## config.mk

```make
export PLATFORM = sky130hd
export DESIGN_NAME = quadrant_tracker_flat
export DESIGN_NICKNAME = d
export VERILOG_FILES = /design/src/rtl/quadrant_tracker_pkg.sv /design/src/rtl/quadrant_tracker_if.sv /design/src/rtl/quadrant_tracker_sext_add_ovf.sv /design/src/rtl/quadrant_tracker.sv /design/src/flat_wrapper.sv
export SDC_FILE = /design/constraint.sdc
export NUM_CORES = 1
export LEC_CHECK = 0
export ABC_AREA = 1
export BUFFER_PORTS_ARGS = -buffer_cell sky130_fd_sc_hd__buf_2
export CORE_MARGIN = 5
export CORE_UTILIZATION = 58
export CTS_BUF_LIST = sky130_fd_sc_hd__clkbuf_16
export CTS_CLUSTER_SIZE = 25
export DETAILED_ROUTE_END_ITERATION = 7
export PLACE_DENSITY = 0.92
export SETUP_SLACK_MARGIN = 0.1
export SYNTH_ARGS = -nofsm -noshare
export SYNTH_HDL_FRONTEND = slang
export SYNTH_SLANG_ARGS = --single-unit
```

## constraint.sdc

```tcl
create_clock -name clock -period 5.83 [get_ports clock]
set_input_delay 1.749 -clock clock [delete_from_list [all_inputs] [get_ports clock]]
set_output_delay 1.749 -clock clock [all_outputs]
set_load 0.01 [all_outputs]
```

## src/rtl/quadrant_tracker_pkg.sv

```systemverilog
// Shared widths and FSM state type for the quadrant tracker.
package quadrant_tracker_pkg;

    // Width of the incoming dx/dy displacements (two's complement).
    localparam int IN_W  = 7;
    // Width of the x/y position accumulators (two's complement).
    localparam int POS_W = 8;

    // IDLE: ready for a command; WAIT_REL: waiting for dav_ to rise;
    // OVF: a position overflow was seen, frozen until reset.
    typedef enum logic [1:0] {
        IDLE     = 2'd0,
        WAIT_REL = 2'd1,
        OVF      = 2'd2
    } state_t;

endpackage

```

## src/rtl/quadrant_tracker_if.sv

```systemverilog
// Producer-to-tracker bus: displacement pair, dav_/rfd handshake, results.
//
// Handshake: the producer drives dx/dy and pulls dav_ low; the tracker
// samples them on the first rising edge where it is in IDLE and dav_ is
// low, and drops rfd on that same edge. The producer must then raise dav_;
// the tracker raises rfd on the edge that samples dav_ high. dx/dy are
// don't-care while dav_ is high. Holding dav_ low never repeats a command.
interface quadrant_tracker_if;
    import quadrant_tracker_pkg::*;

    logic signed [IN_W-1:0] dx;
    logic signed [IN_W-1:0] dy;
    logic                   dav_;
    logic                   rfd;
    logic [1:0]             q;
    logic                   ow;

    // Producer side.
    modport master (
        output dx, dy, dav_,
        input  rfd, q, ow
    );

    // Tracker side.
    modport slave (
        input  dx, dy, dav_,
        output rfd, q, ow
    );

endinterface

```

## src/rtl/quadrant_tracker_sext_add_ovf.sv

```systemverilog
// Sign-extending adder: POS_W accumulator plus IN_W displacement, with
// a flag for results that do not fit back into POS_W bits.
module sext_add_ovf
    import quadrant_tracker_pkg::*;
(
    input  logic signed [POS_W-1:0] acc,
    input  logic signed [IN_W-1:0]  delta,
    output logic signed [POS_W-1:0] sum,
    output logic                    ovf
);

    logic signed [POS_W:0] wide;

    // Add in POS_W+1 bits so the true result is always representable;
    // the top two bits differ exactly when it is outside -128..+127.
    always_comb begin
        wide = {acc[POS_W-1], acc} + {{(POS_W + 1 - IN_W){delta[IN_W-1]}}, delta};
        sum  = wide[POS_W-1:0];
        ovf  = wide[POS_W] ^ wide[POS_W-1];
    end

endmodule

```

## src/rtl/quadrant_tracker.sv

```systemverilog
// Position tracker: accumulates (dx, dy) commands taken over a dav_/rfd
// handshake, reports the quadrant of the position and latches overflow.
module quadrant_tracker
    import quadrant_tracker_pkg::*;
(
    input  logic                 clock,
    input  logic                 reset,
    quadrant_tracker_if.slave    bus,
    output state_t               state
);

    state_t                  state_q, state_n;
    logic signed [POS_W-1:0] x_q, x_n;
    logic signed [POS_W-1:0] y_q, y_n;
    logic [1:0]              q_q, q_n;
    logic                    ow_q, ow_n;
    logic                    rfd_q, rfd_n;

    logic signed [POS_W-1:0] sum_x, sum_y;
    logic                    ovf_x, ovf_y;

    sext_add_ovf u_add_x (
        .acc   (x_q),
        .delta (bus.dx),
        .sum   (sum_x),
        .ovf   (ovf_x)
    );

    sext_add_ovf u_add_y (
        .acc   (y_q),
        .delta (bus.dy),
        .sum   (sum_y),
        .ovf   (ovf_y)
    );

    // Next-state and next-register values; everything holds by default.
    always_comb begin
        state_n = state_q;
        x_n     = x_q;
        y_n     = y_q;
        q_n     = q_q;
        ow_n    = ow_q;
        rfd_n   = rfd_q;
        case (state_q)
            IDLE: begin
                if (!bus.dav_) begin
                    rfd_n = 1'b0;
                    if (ovf_x || ovf_y) begin
                        // Position is left untouched so q keeps its last value.
                        ow_n    = 1'b1;
                        state_n = OVF;
                    end else begin
                        x_n     = sum_x;
                        y_n     = sum_y;
                        q_n     = {sum_x[POS_W-1], sum_y[POS_W-1]};
                        state_n = WAIT_REL;
                    end
                end
            end
            WAIT_REL: begin
                if (bus.dav_) begin
                    rfd_n   = 1'b1;
                    state_n = IDLE;
                end
            end
            OVF: begin
                rfd_n = 1'b0;
                ow_n  = 1'b1;
            end
            default: begin
                state_n = IDLE;
                rfd_n   = 1'b1;
            end
        endcase
    end

    // State and output registers; reset wins over everything.
    always_ff @(posedge clock) begin
        if (reset) begin
            state_q <= IDLE;
            x_q     <= '0;
            y_q     <= '0;
            q_q     <= 2'b00;
            ow_q    <= 1'b0;
            rfd_q   <= 1'b1;
        end else begin
            state_q <= state_n;
            x_q     <= x_n;
            y_q     <= y_n;
            q_q     <= q_n;
            ow_q    <= ow_n;
            rfd_q   <= rfd_n;
        end
    end

    assign bus.rfd = rfd_q;
    assign bus.q   = q_q;
    assign bus.ow  = ow_q;
    assign state   = state_q;

endmodule

```

## src/flat_wrapper.sv

```systemverilog
// flat-port wrapper written by rule: the top's interface ports become plain ports
module quadrant_tracker_flat import quadrant_tracker_pkg::*;
  (clock, reset, state, bus_dx, bus_dy, bus_dav_, bus_rfd, bus_q, bus_ow);
  quadrant_tracker_if bus_i ();
  input  logic clock;
  input  logic reset;
  output state_t state;
  input wire logic [$bits(bus_i.dx)-1:0] bus_dx;
  input wire logic [$bits(bus_i.dy)-1:0] bus_dy;
  input wire logic [$bits(bus_i.dav_)-1:0] bus_dav_;
  output wire logic [$bits(bus_i.rfd)-1:0] bus_rfd;
  output wire logic [$bits(bus_i.q)-1:0] bus_q;
  output wire logic [$bits(bus_i.ow)-1:0] bus_ow;
  assign bus_i.dx = bus_dx;
  assign bus_i.dy = bus_dy;
  assign bus_i.dav_ = bus_dav_;
  assign bus_rfd = bus_i.rfd;
  assign bus_q = bus_i.q;
  assign bus_ow = bus_i.ow;
  quadrant_tracker u_core (.clock(clock), .reset(reset), .bus(bus_i), .state(state));
endmodule
```

==> impl_results.md, run 1 <==
- Number of cell rows: 19
- Latest clock arrival within the worst-skew pair: 0.25 ns
- Crit. End Element: flip-flop
- Multi-input logic area: 0.00103 sq mm
- Register area: 400 sq um
- H-tree levels: 1
- Maximum VDD drop: 396 uV
- CP startpoint kind: primary input
- Crit-path cells: buf_2 > ha_1 > fa_1 > nand3_1 > nand2_1 > a21oi_1 > nand2_2 > a21oi_4 > nand2_4 > nand2_1 > nand2_1 > nor2_1
- Initial antenna violation count: 0
- DP Area: 0.00169 sq mm
- Hold Crit Endpoint: u_core.bus.rfd
- CTS tree: done
- Post-detailed-route wirelength per cell: 11.5 um
- Top cell type by total area after synthesis: dfxtp_1
- Relative slew margins: 25.0%
- IO Port Bufs: 22
- Final std cells w/o fill: 276
- Tmin final: 3.79 ns
- CP required: 6.02 ns
- Vias in the first global route: 1291
- Register area share after synthesis: 24.9%
- WHS Path Cells: 2
- Post-synth net total: 262
- First-pass GRT wire length: 5350 um
- Post-synth top area share: 24.9%
- Synth-to-Final Area Change: 9.87%
- Final setup violation count: 0
- Final worst-path cycle share: 65.1%
- Via/cell ratio: 5.17
- Largest net degree at the start of global routing: 18
- Synth Cell Area: 0.00161 sq mm
- Status: finished, final reports clean
- DP Wirelength: 2470 um
- Post-Syn Instances: 227
- Setup TNS Final: 0 ns
- Most frequent cells in the layout: nand2_1 (63), inv_1 (31), buf_2 (22), a21oi_1 (21), nand3_1 (21)
- Worst-path fanout max: 17
- Fin. Hold Viols: 0
- Crit Path Class: primary input to flip-flop
- DR iter-0 viols: 48
- Total CTS buffers: 3
- RR Endpoint: u_core.x_q[5]
- Synth area leaders: dfxtp_1 (25%), nand2_1 (15%), ha_1 (12%)
- P per Cell Area: 630 mW/mm^2
- Max-slew violations: 0
- Fillers: 253
- GPL Wtd Cong: 0.894
- Pre-antenna DRT Iters: 4
- Most common cell after layout, fill and taps aside: nand2_1
- Post-synth ARST share: 0%
- Avg Cell Area, Syn: 7.09 sq um
- R2R Setup Slk: 3.31 ns
- Overall routing resource usage: 16.3%
- TritonCTS Sinks: 20
- Vias: 1426
- Reg2reg path depth: 11
- Design area: 0.00177 sq mm
- Most frequent CP cell: nand2_1
- Clock skew: 0.00191 ns
- Clk buf depth: 2
- Number of remaining DRC errors: 0
- Die Y: 62.7 um
- # diodes: 0
- Synthesized flop and latch total: 20
- Final ANT Viol Nets: 0
- EDFF count, synth: 0
- Total of max-cap violations: 0
- Worst R2R Start: u_core.y_q[0]
- Post-cts sizing count: 0
- CP peak stage delay: 0.42 ns
- Overall routed net length: 3190 um
- Worst-path clk slew: 0.05 ns
- CORE AREA: 0.00271 sq mm
- GR Overflow Total: 0
- LEAKAGE: 0.000936 uW
- Die area: 0.00393 sq mm
- Initial Util: 59.4%
- Die width: 62.7 um
- IO Count: 23
- Worst min path class: flip-flop to flip-flop
- # hold bufs at CTS: 0
- HP Start: u_core.bus.rfd
- Placed cells: 273
- Netlist cell types: 26
- Top_reg_cell synth: dfxtp_1
- WP data arrival: 3.98 ns
- Worst slew pin tran: 1.12 ns
- # Post-CTS Setup Buffers: 0
- Ys Warns: 0
- Layout cell share with drive strength beyond 1: 18.4%
- Fmax: 264 MHz
- Crit-path slowest cell: a21oi_4
- Nets: 282
- CTS root buf: clkbuf_16
- Unrepaired setup endpoints after global routing: false
-- state kept, by name, summed over array words and instances, names as in the netlist --
| name | count |
|---|---|
| u_core.bus.ow | 1 |
| u_core.x_q | 7 |
| u_core.bus.q | 2 |
| u_core.bus.rfd | 1 |
| u_core.state | 2 |
| u_core.y_q | 7 |
-- per-stage QoR --
step           utilization [%]  total power, uW  setup slack [ns]  hold WS [ns]
2_1_floorplan                -              877              2.33         0.443
3_3_place_gp              62.5              943              1.97         0.450
3_5_place_dp              62.5              969              1.85         0.462
4_1_cts                   65.3             1120              2.05         0.475
5_1_grt                   65.3             1230              1.90         0.496
6_report                  65.3             1110              2.04         0.474
-- worst max path at each step --
stage / to / slack, ns / start / cells after the start
6_report: u_core.x_q[5] / 2.04 / bus_dy[0] / 12
5_1_grt: u_core.x_q[2] / 1.90 / bus_dy[0] / 12
4_1_cts: u_core.x_q[5] / 2.05 / bus_dy[0] / 12
3_5_place_dp: u_core.x_q[5] / 1.85 / bus_dy[0] / 12
3_3_place_gp: u_core.bus.q[0] / 1.97 / bus_dy[0] / 11
2_1_floorplan: u_core.y_q[1] / 2.33 / bus_dy[0] / 11
-- worst max-delay path: cells and delay by family --
family | cells | cell delay [ns]
simple gates | 7 | 0.86
fa+ha+maj | 2 | 0.63
compound gates | 2 | 0.63
buf+inv | 1 | 0.10
-- final cells by class --
cell class / instances / area share [%]
sequential: 20 / 22.6
inverter: 31 / 6.58
clock buffer: 3 / 4.24
tap: 31 / 2.19
multi-input combinational: 169 / 58.1
timing repair buffer: 22 / 6.22
-- kinds of logic after synthesis --
family / count (synthesis) / share of synthesized area (%)
and+or+nand+nor: 109 / 30.6
buffers and inverters: 38 / 11.3
xor gates and xnor gates: 12 / 6.53
AOI/OAI and AO/OA: 30 / 11.8
DFF: 20 / 24.9
adders and majority gates: 18 / 14.9
-- routing by layer --
layer | global-route usage (%) | vias up | wire [um]
met5 | 0 | - | 0
met4 | 6.37 | 0 | 47
met3 | 2.52 | 5 | 108
met2 | 28.8 | 24 | 1600
met1 | 19.5 | 629 | 1440
li1 | - | 768 | -
-- where the power goes --
group          internal (uW)  leakage [uW]  switching, uW
Sequential               205      0.000164           50.8
Clock                   90.4     0.0000370           47.7
Combinational            274      0.000734            446
-- synthesized netlist by cell type, types with 2 or more instances --
master	n
ha_1	16
nand3_2	2
inv_1	31
a31oi_1	2
nor2_2	2
fa_1	2
xor2_1	5
a21oi_4	2
nand2_1	63
a21oi_1	21
dfxtp_1	20
nor2_1	9
nand3_1	21
buf_6	3
buf_4	2
a21oi_2	4
nand2_2	7
xnor2_1	7
No activity file was read; power rests on OpenSTA's default activity.
==> run 2: changes to the inputs <==
Settings changed: ABC_AREA 1 to 0, CORE_UTILIZATION 58 to 57, PLACE_DENSITY 0.92 to 0.91.
Clock period 5.83 ns to 3.71 ns, I/O delays scaled along.
==> run 2 against run 1 <==
Compared with the run above:
- synthesized area is 3.7% lower
- first-iteration DRC count up 50%
- combinational power up 37%
- clock skew hardly changed
- critical path type unchanged
- highest routed layer unchanged
==> impl_results.md, run 2 <==
- Final ANT Viol Nets: 0 (unchanged)
- IO Count: 23 (unchanged)
- P per Cell Area: 893 mW/mm^2 (+42%)
- Die Y: 62.2 um (-0.86%)
- Tmin final: 3.30 ns
- CP peak stage delay: 0.49 ns (+0.07 ns)
- Setup TNS Final: 0 ns (unchanged)
- Synth area leaders: dfxtp_1 (26%), ha_1 (13%), a21oi_1 (5.8%)
- First-pass GRT wire length: 6310 um (+18%)
- Layout cell share with drive strength beyond 1: 21.7% (+3.3 points)
- Simple-Gate Fraction of Synth Area: 13.7% (-17 points)
- Hold Crit Endpoint: u_core.y_q[0]
- Netlist cell types: 31 (+19%)
- Number of remaining DRC errors: 0 (unchanged)
- EDFF count, synth: 0 (unchanged)
- Unrepaired setup endpoints after global routing: false
- Status: finished, final reports clean
- Crit-path cells: buf_2 > ha_1 > fa_1 > a21oi_1 > o211ai_1 > o31a_1 > xnor2_2 > nor3_1 > a211oi_1
- WHS Path Cells: 2 (unchanged)
- Total of max-cap violations: 0 (unchanged)
- Fmax: 303 MHz
- H-tree levels: 1 (unchanged)
- Most frequent cells in the layout: buf_2 (22), dfxtp_1 (20), a21oi_1 (18), ha_1 (16)
- Worst-path clk slew: 0.05 ns (about the same)
- Mux contribution to synthesized area: 3.87% (+3.9 points)
- Total CTS buffers: 3 (unchanged)
- Worst min path class: flip-flop to flip-flop
- Reg2reg path depth: 9 (-2)
- Top_reg_cell synth: dfxtp_1
- Initial antenna violation count: 0 (unchanged)
- Crit-path slowest cell: xnor2_2
- GR Overflow Total: 0 (unchanged)
- Fillers: 215 (-15%)
- Overall routing resource usage: 19.3% (+3.0 points)
- Synth Area in XOR/XNOR: 8.88% (+2.4 points)
- Largest net degree at the start of global routing: 25 (+7)
- CP startpoint kind: primary input
- Post-synth net total: 204 (-22%)
- Fin. Hold Viols: 0 (unchanged)
- Die width: 62.2 um (-0.86%)
- Nets: 226 (-20%)
- Post-synth top area share: 25.8% (+0.96 points)
- WP data arrival: 3.46 ns (-0.52 ns)
- Via/cell ratio: 6.33 (+23%)
- Top-count cell post-synth: dfxtp_1
- Avg Cell Area, Syn: 9.17 sq um (+29%)
- # hold bufs at CTS: 0 (unchanged)
- Worst R2R Start: u_core.y_q[0]
- Final worst-path cycle share: 88.9%
- Die area: 0.00386 sq mm (-1.7%)
- Maximum VDD drop: 552 uV (+39%)
- Top cell type by total area after synthesis: dfxtp_1
- Biggest regs: u_core.x_q x7, u_core.y_q x7
- Latest clock arrival within the worst-skew pair: 0.25 ns (about the same)
- Final setup violation count: 0 (unchanged)
- Vias: 1393 (-2.3%)
- Vias in the first global route: 1409 (+9.1%)
- R2R Setup Slk: 1.07 ns (-2.24 ns)
- Post-synth ARST share: 0% (unchanged)
- Synth Cell Area: 0.00155 sq mm (-3.7%)
- Commonest cells in the netlist: dfxtp_1 (20), a21oi_1 (18), ha_1 (16)
- Most common cell after layout, fill and taps aside: buf_2
- CORE AREA: 0.00269 sq mm (-0.88%)
- # Post-CTS Setup Buffers: 0 (unchanged)
- DR iter-0 viols: 72 (+50%)
- Overall routed net length: 3660 um (+15%)
- Worst slew pin tran: 0.544 ns (-0.575 ns)
- Crit Path Class: primary input to flip-flop
- CTS tree: done
- Top Family by Delay on Critical Path: compound AO/OA/AOI/OAI gates
- CP required: 3.87 ns (-2.15 ns)
- Worst-path fanout max: 11 (-6)
- Max-slew violations: 0 (unchanged)
- Post-Synth Adder-Cell Area: 15.5% (+0.58 points)
- Main combinational cell family by area after synthesis: compound AO/OA/AOI/OAI gates
- Clock skew: 0.00186 ns (-0.0000594 ns)
- Ys Warns: 0 (unchanged)
- IO Port Bufs: 22 (unchanged)
- Synth-to-Final Area Change: 14.4%
- Finished Core Util: 66.0% (+0.76 points)
- RR Endpoint: u_core.bus.ow
- TritonCTS Sinks: 20 (unchanged)
- Buffers and inverters on the worst path: 1 (unchanged)
- Clk buf depth: 2 (unchanged)
- Number of cell rows: 19 (unchanged)
- Post-detailed-route wirelength per cell: 16.6 um (+44%)
- Initial Util: 57.7% (-1.7 points)
- LEAKAGE: 0.000808 uW (-14%)
- CTS root buf: clkbuf_16
- Post-cts sizing count: 0 (unchanged)
- Register area share after synthesis: 25.8% (+0.96 points)
- Crit. End Element: flip-flop
- Pre-antenna DRT Iters: 4 (unchanged)
- Synth Area in Compound Gates: 27.4% (+16 points)
- Relative slew margins: 63.6% (+39 points)
- HP Start: u_core.y_q[0]
- GPL Wtd Cong: 0.837 (-6.4%)
- Synthesized flop and latch total: 20 (unchanged)
- # diodes: 0 (unchanged)
- DP Wirelength: 2810 um (+14%)
- Post-Syn Instances: 169 (-26%)
-- run 2: cell types whose count changed in the layout (fill, tap and decap cells not counted), sizes merged, moves of 9 or more --
cell,delta
nand3,-18
nand2,-70
a21oi,-9
inv,-25
nand4,+9
o31ai,+10
-- run 2: cell families (layout without fill, tap and decap cells) --
| logic type | count (synthesis) | after routing |
|---|---|---|
| compound gates | 60 | 60 |
| simple gates | 37 | 37 |
| flops | 20 | 20 |
| fa+ha+maj | 18 | 18 |
| buf+inv | 16 | 36 |
| xor+xnor | 14 | 14 |
| mux | 4 | 4 |
-- run 2: where the power goes --
part | internal (uW) | total [uW] | switching [uW]
Combinational | 435 | 984 | 549
Clock | 142 | 217 | 75.5
Sequential | 304 | 382 | 78.2
Total | 881 | 1580 | 703
-- run 2: final cells by class --
cell class | instances | area (sq um) | area share [%]
Clock buffer | 3 | 75.1 | 4.23
Inverter | 6 | 22.5 | 1.27
Multi-Input combinational cell | 133 | 1090 | 61.4
Sequential cell | 20 | 400 | 22.6
Tap cell | 31 | 38.8 | 2.19
Timing Repair Buffer | 27 | 148 | 8.32
-- run 2: metrics by stage --
step	area (sq um)	power [uW]	worst slack [ns]	hold WS, ns	instances
floorplan	1550	1120	0.508	0.448	169
global placement	1680	1280	0.102	0.466	217
detailed placement	1680	1330	-0.0547	0.468	217
CTS	1760	1560	0.154	0.478	220
global route	1770	1700	0.248	0.505	220
finish	1770	1580	0.411	0.483	220
-- run 2: how the worst max path moves through the flow --
| stage | to | cells after the start | slack, ns | startpoint |
|---|---|---|---|---|
| after floorplan | u_core.x_q[3] | 8 | 0.51 | bus_dy[0] |
| after global placement | u_core.x_q[2] | 9 | 0.10 | bus_dx[0] |
| after detailed placement | u_core.x_q[2] | 9 | -0.05 | bus_dy[0] |
| after CTS | u_core.x_q[2] | 9 | 0.15 | bus_dx[0] |
| after global routing | u_core.bus.ow | 10 | 0.25 | bus_dy[0] |
| final | u_core.x_q[2] | 9 | 0.41 | bus_dx[0] |
-- run 2: metal layers --
layer / global-route usage [%] / up-vias / part of all wire, %
met2: 33.8 / 30 / 51
met4: 9.49 / 0 / 3.1
met3: 3.42 / 11 / 4.2
met5: 0 / - / 0
li1: - / 678 / -
met1: 22.2 / 674 / 42
-- run 2: tightest hold or removal path: cells and delay by family, from the launching register on --
family         cells  cell delay, ns
AO/OA/AOI/OAI      2            0.12
flip-flops         1            0.31
==> run 3: changes to the inputs <==
Settings changed: CORE_UTILIZATION 57 to 58, PLACE_DENSITY 0.91 to 0.92.
Clock period 3.71 ns to 4.2 ns, I/O delays scaled along.
==> run 3 against run 2 <==
Compared with the run above:
- routed wire length decreased by 0.22%
- die area decreased by 1.4%
- final area decreased by 1.3%
- critical path depth unchanged
- power decreased by 13%
- non-clock buffer count decreased by 1
- core utilization increased by 3.3 points
- critical endpoint is now u_core.y_q[2]
- worst setup slack improved by 0.078 ns
- largest power group unchanged
- first-iteration DRC count decreased by 28%
- sequential power decreased by 12%
- sequential share of layout area increased by 0.31 points
- critical path type unchanged
- worst hold slack improved by 0.0067 ns
==> impl_results.md, run 3 (synthesis gave the netlist of run 2 again) <==
- Status: finished, final reports clean
- Nets: 225 (-0.44%)
- TritonCTS Sinks: 20 (unchanged)
- Post-cts sizing count: 0 (unchanged)
- Comb power frac: 61.6% (-0.5 points)
- IO Count: 23 (unchanged)
- DP Area: 0.00168 sq mm (-0.52%)
- Worst min path class: flip-flop to flip-flop
- IO Port Bufs: 22 (unchanged)
- Net Sw Power: 614 uW (-13%)
- Overall routing resource usage: 21.6% (+2.3 points)
- CTS root buf: clkbuf_16
- Clock power share: 14.0% (+0.3 points)
- Worst setup path start: bus_dx[0]
- First-pass GRT wire length: 6240 um (-1.1%)
- Top Family by Delay on Critical Path: compound AO/OA/AOI/OAI gates
- Met1 Resource Use GR: 24.8% (+2.6 points)
- # diodes: 0 (unchanged)
- Die Y: 61.7 um (-0.72%)
- CP peak stage delay: 0.70 ns (+0.21 ns)
- Most frequent cells in the layout: buf_2 (22), dfxtp_1 (20), a21oi_1 (18), ha_1 (16)
- Worst R2R Start: u_core.x_q[0]
- CP required: 4.36 ns (+0.49 ns)
- WP data arrival: 3.87 ns (+0.41 ns)
- P_int: 764 uW (-13%)
- Final ANT Viol Nets: 0 (unchanged)
- DP Wirelength: 2730 um (-2.8%)
- GPL Wtd Cong: 0.866 (+3.5%)
- Clock skew: 0.000916 ns (-0.000940 ns)
- Global-route track usage on met2: 38.4% (+4.6 points)
- Maximum VDD drop: 551 uV (-0.11%)
- Max-slew violations: 0 (unchanged)
- Pwr Total: 1380 uW (-13%)
- Most common cell after layout, fill and taps aside: buf_2
- H-tree levels: 1 (unchanged)
- Sw Ratio: 44.6% (+0.21 points)
- Crit-path cells: buf_2 > ha_1 > fa_1 > a21oi_1 > o211ai_1 > o31a_1 > xnor2_1 > nor3_1 > a211oi_1
- GR Overflow Total: 0 (unchanged)
- Crit-path slowest cell: xnor2_1
- Register share of total power: 24.4% (+0.3 points)
- CTS tree: done
- Buffers and inverters on the worst path: 1 (unchanged)
- Crit Path Class: primary input to flip-flop
- Number of cell rows: 18 (-1)
- Synth-to-Final Area Change: 12.9%
- Fin. Hold Viols: 0 (unchanged)
- Initial antenna violation count: 0 (unchanged)
- Latest clock arrival within the worst-skew pair: 0.25 ns (about the same)
- Layout cell share with drive strength beyond 1: 20.2% (-1.5 points)
- Design area: 0.00175 sq mm (-1.3%)
- CP startpoint kind: primary input
- Overall routed net length: 3650 um (-0.22%)
- Worst-path clk slew: 0.05 ns (about the same)
- Final setup violation count: 0 (unchanged)
- Post-detailed-route wirelength per cell: 16.7 um (+0.70%)
- GRT busiest layer: met2
- LEAKAGE: 0.000788 uW (-2.4%)
- Fmax: 269 MHz
- Die area: 0.00381 sq mm (-1.4%)
- Number of remaining DRC errors: 0 (unchanged)
- P per Cell Area: 787 mW/mm^2 (-12%)
- # Post-CTS Setup Buffers: 0 (unchanged)
- Relative slew margins: 43.4% (-20 points)
- Total CTS buffers: 3 (unchanged)
- Die width: 61.7 um (-0.72%)
- Vias in the first global route: 1410 (+0.071%)
- Tmin final: 3.71 ns
- Pre-antenna DRT Iters: 4 (unchanged)
- CORE AREA: 0.00252 sq mm (-6.1%)
- Vias: 1399 (+0.43%)
- HP Start: u_core.bus.ow
- Crit. End Element: flip-flop
- Met3 Use GR: 6.82% (+3.4 points)
- Via/cell ratio: 6.42 (+1.4%)
- DR iter-0 viols: 52 (-28%)
- Initial Util: 61.5% (+3.7 points)
- Biggest regs: u_core.x_q x7, u_core.y_q x7
- # hold bufs at CTS: 0 (unchanged)
- Total of max-cap violations: 0 (unchanged)
- Worst slew pin tran: 0.843 ns (+0.299 ns)
- Clk buf depth: 2 (unchanged)
- Setup TNS Final: 0 ns (unchanged)
- Unrepaired setup endpoints after global routing: false
- Final worst-path cycle share: 88.3%
- Largest net degree at the start of global routing: 25 (unchanged)
- Worst-path fanout max: 11 (unchanged)
[run 3: changes by cell type in the layout (fill, tap and decap cells not counted), sizes merged]
cell  before  now
buf       27   26
[run 3: final cells by class]
cell class | instances | area (sq um)
multi-input cells | 133 | 1070
fillers | 205 | 772
flip-flops and latches | 20 | 400
repair buffers | 26 | 140
clock buffers | 3 | 75.1
well taps | 30 | 37.5
inverters | 6 | 22.5
[run 3: final timing paths]
check / to / slack, ns / depth (start not counted)
setup reg to reg: u_core.y_q[2] / 1.30 / 8
hold reg to reg: u_core.bus.ow / 0.49 / 2
setup / recovery: u_core.y_q[2] / 0.49 / 9
hold / removal: u_core.bus.ow / 0.49 / 2
[run 3: routing by layer]
metal | vias to the layer above | routed length [um]
li1 | 676 | -
met1 | 673 | 1510
met2 | 40 | 1860
met3 | 10 | 209
met4 | 0 | 73
met5 | - | 0
[run 3: metrics by stage]
stage | std cells | hold WS, ns | worst slack [ns] | utilization (%)
2_1_floorplan | 169 | 0.448 | 0.851 | -
3_3_place_gp | 215 | 0.466 | 0.440 | 66.4
3_5_place_dp | 215 | 0.483 | 0.302 | 66.4
4_1_cts | 218 | 0.493 | 0.493 | 69.4
5_1_grt | 218 | 0.508 | 0.269 | 69.4
6_report | 218 | 0.490 | 0.489 | 69.4
[run 3: worst reg2reg max path, delay by kind of cell, from the launching register on]
kind | cells | cell delay (ns)
DFF | 1 | 0.31
and+or+nand+nor | 1 | 0.19
adders and majority gates | 2 | 0.63
xor gates and xnor gates | 1 | 0.70
AOI/OAI and AO/OA | 4 | 0.98
[run 3: power groups by stage]
stage	Sequential (uW)	Combinational (uW)	Clock (uW)
after floorplan	324	668	0
after global placement	331	786	0
after detailed placement	336	831	0
after CTS	335	842	193
after global routing	344	938	204
final	336	849	193
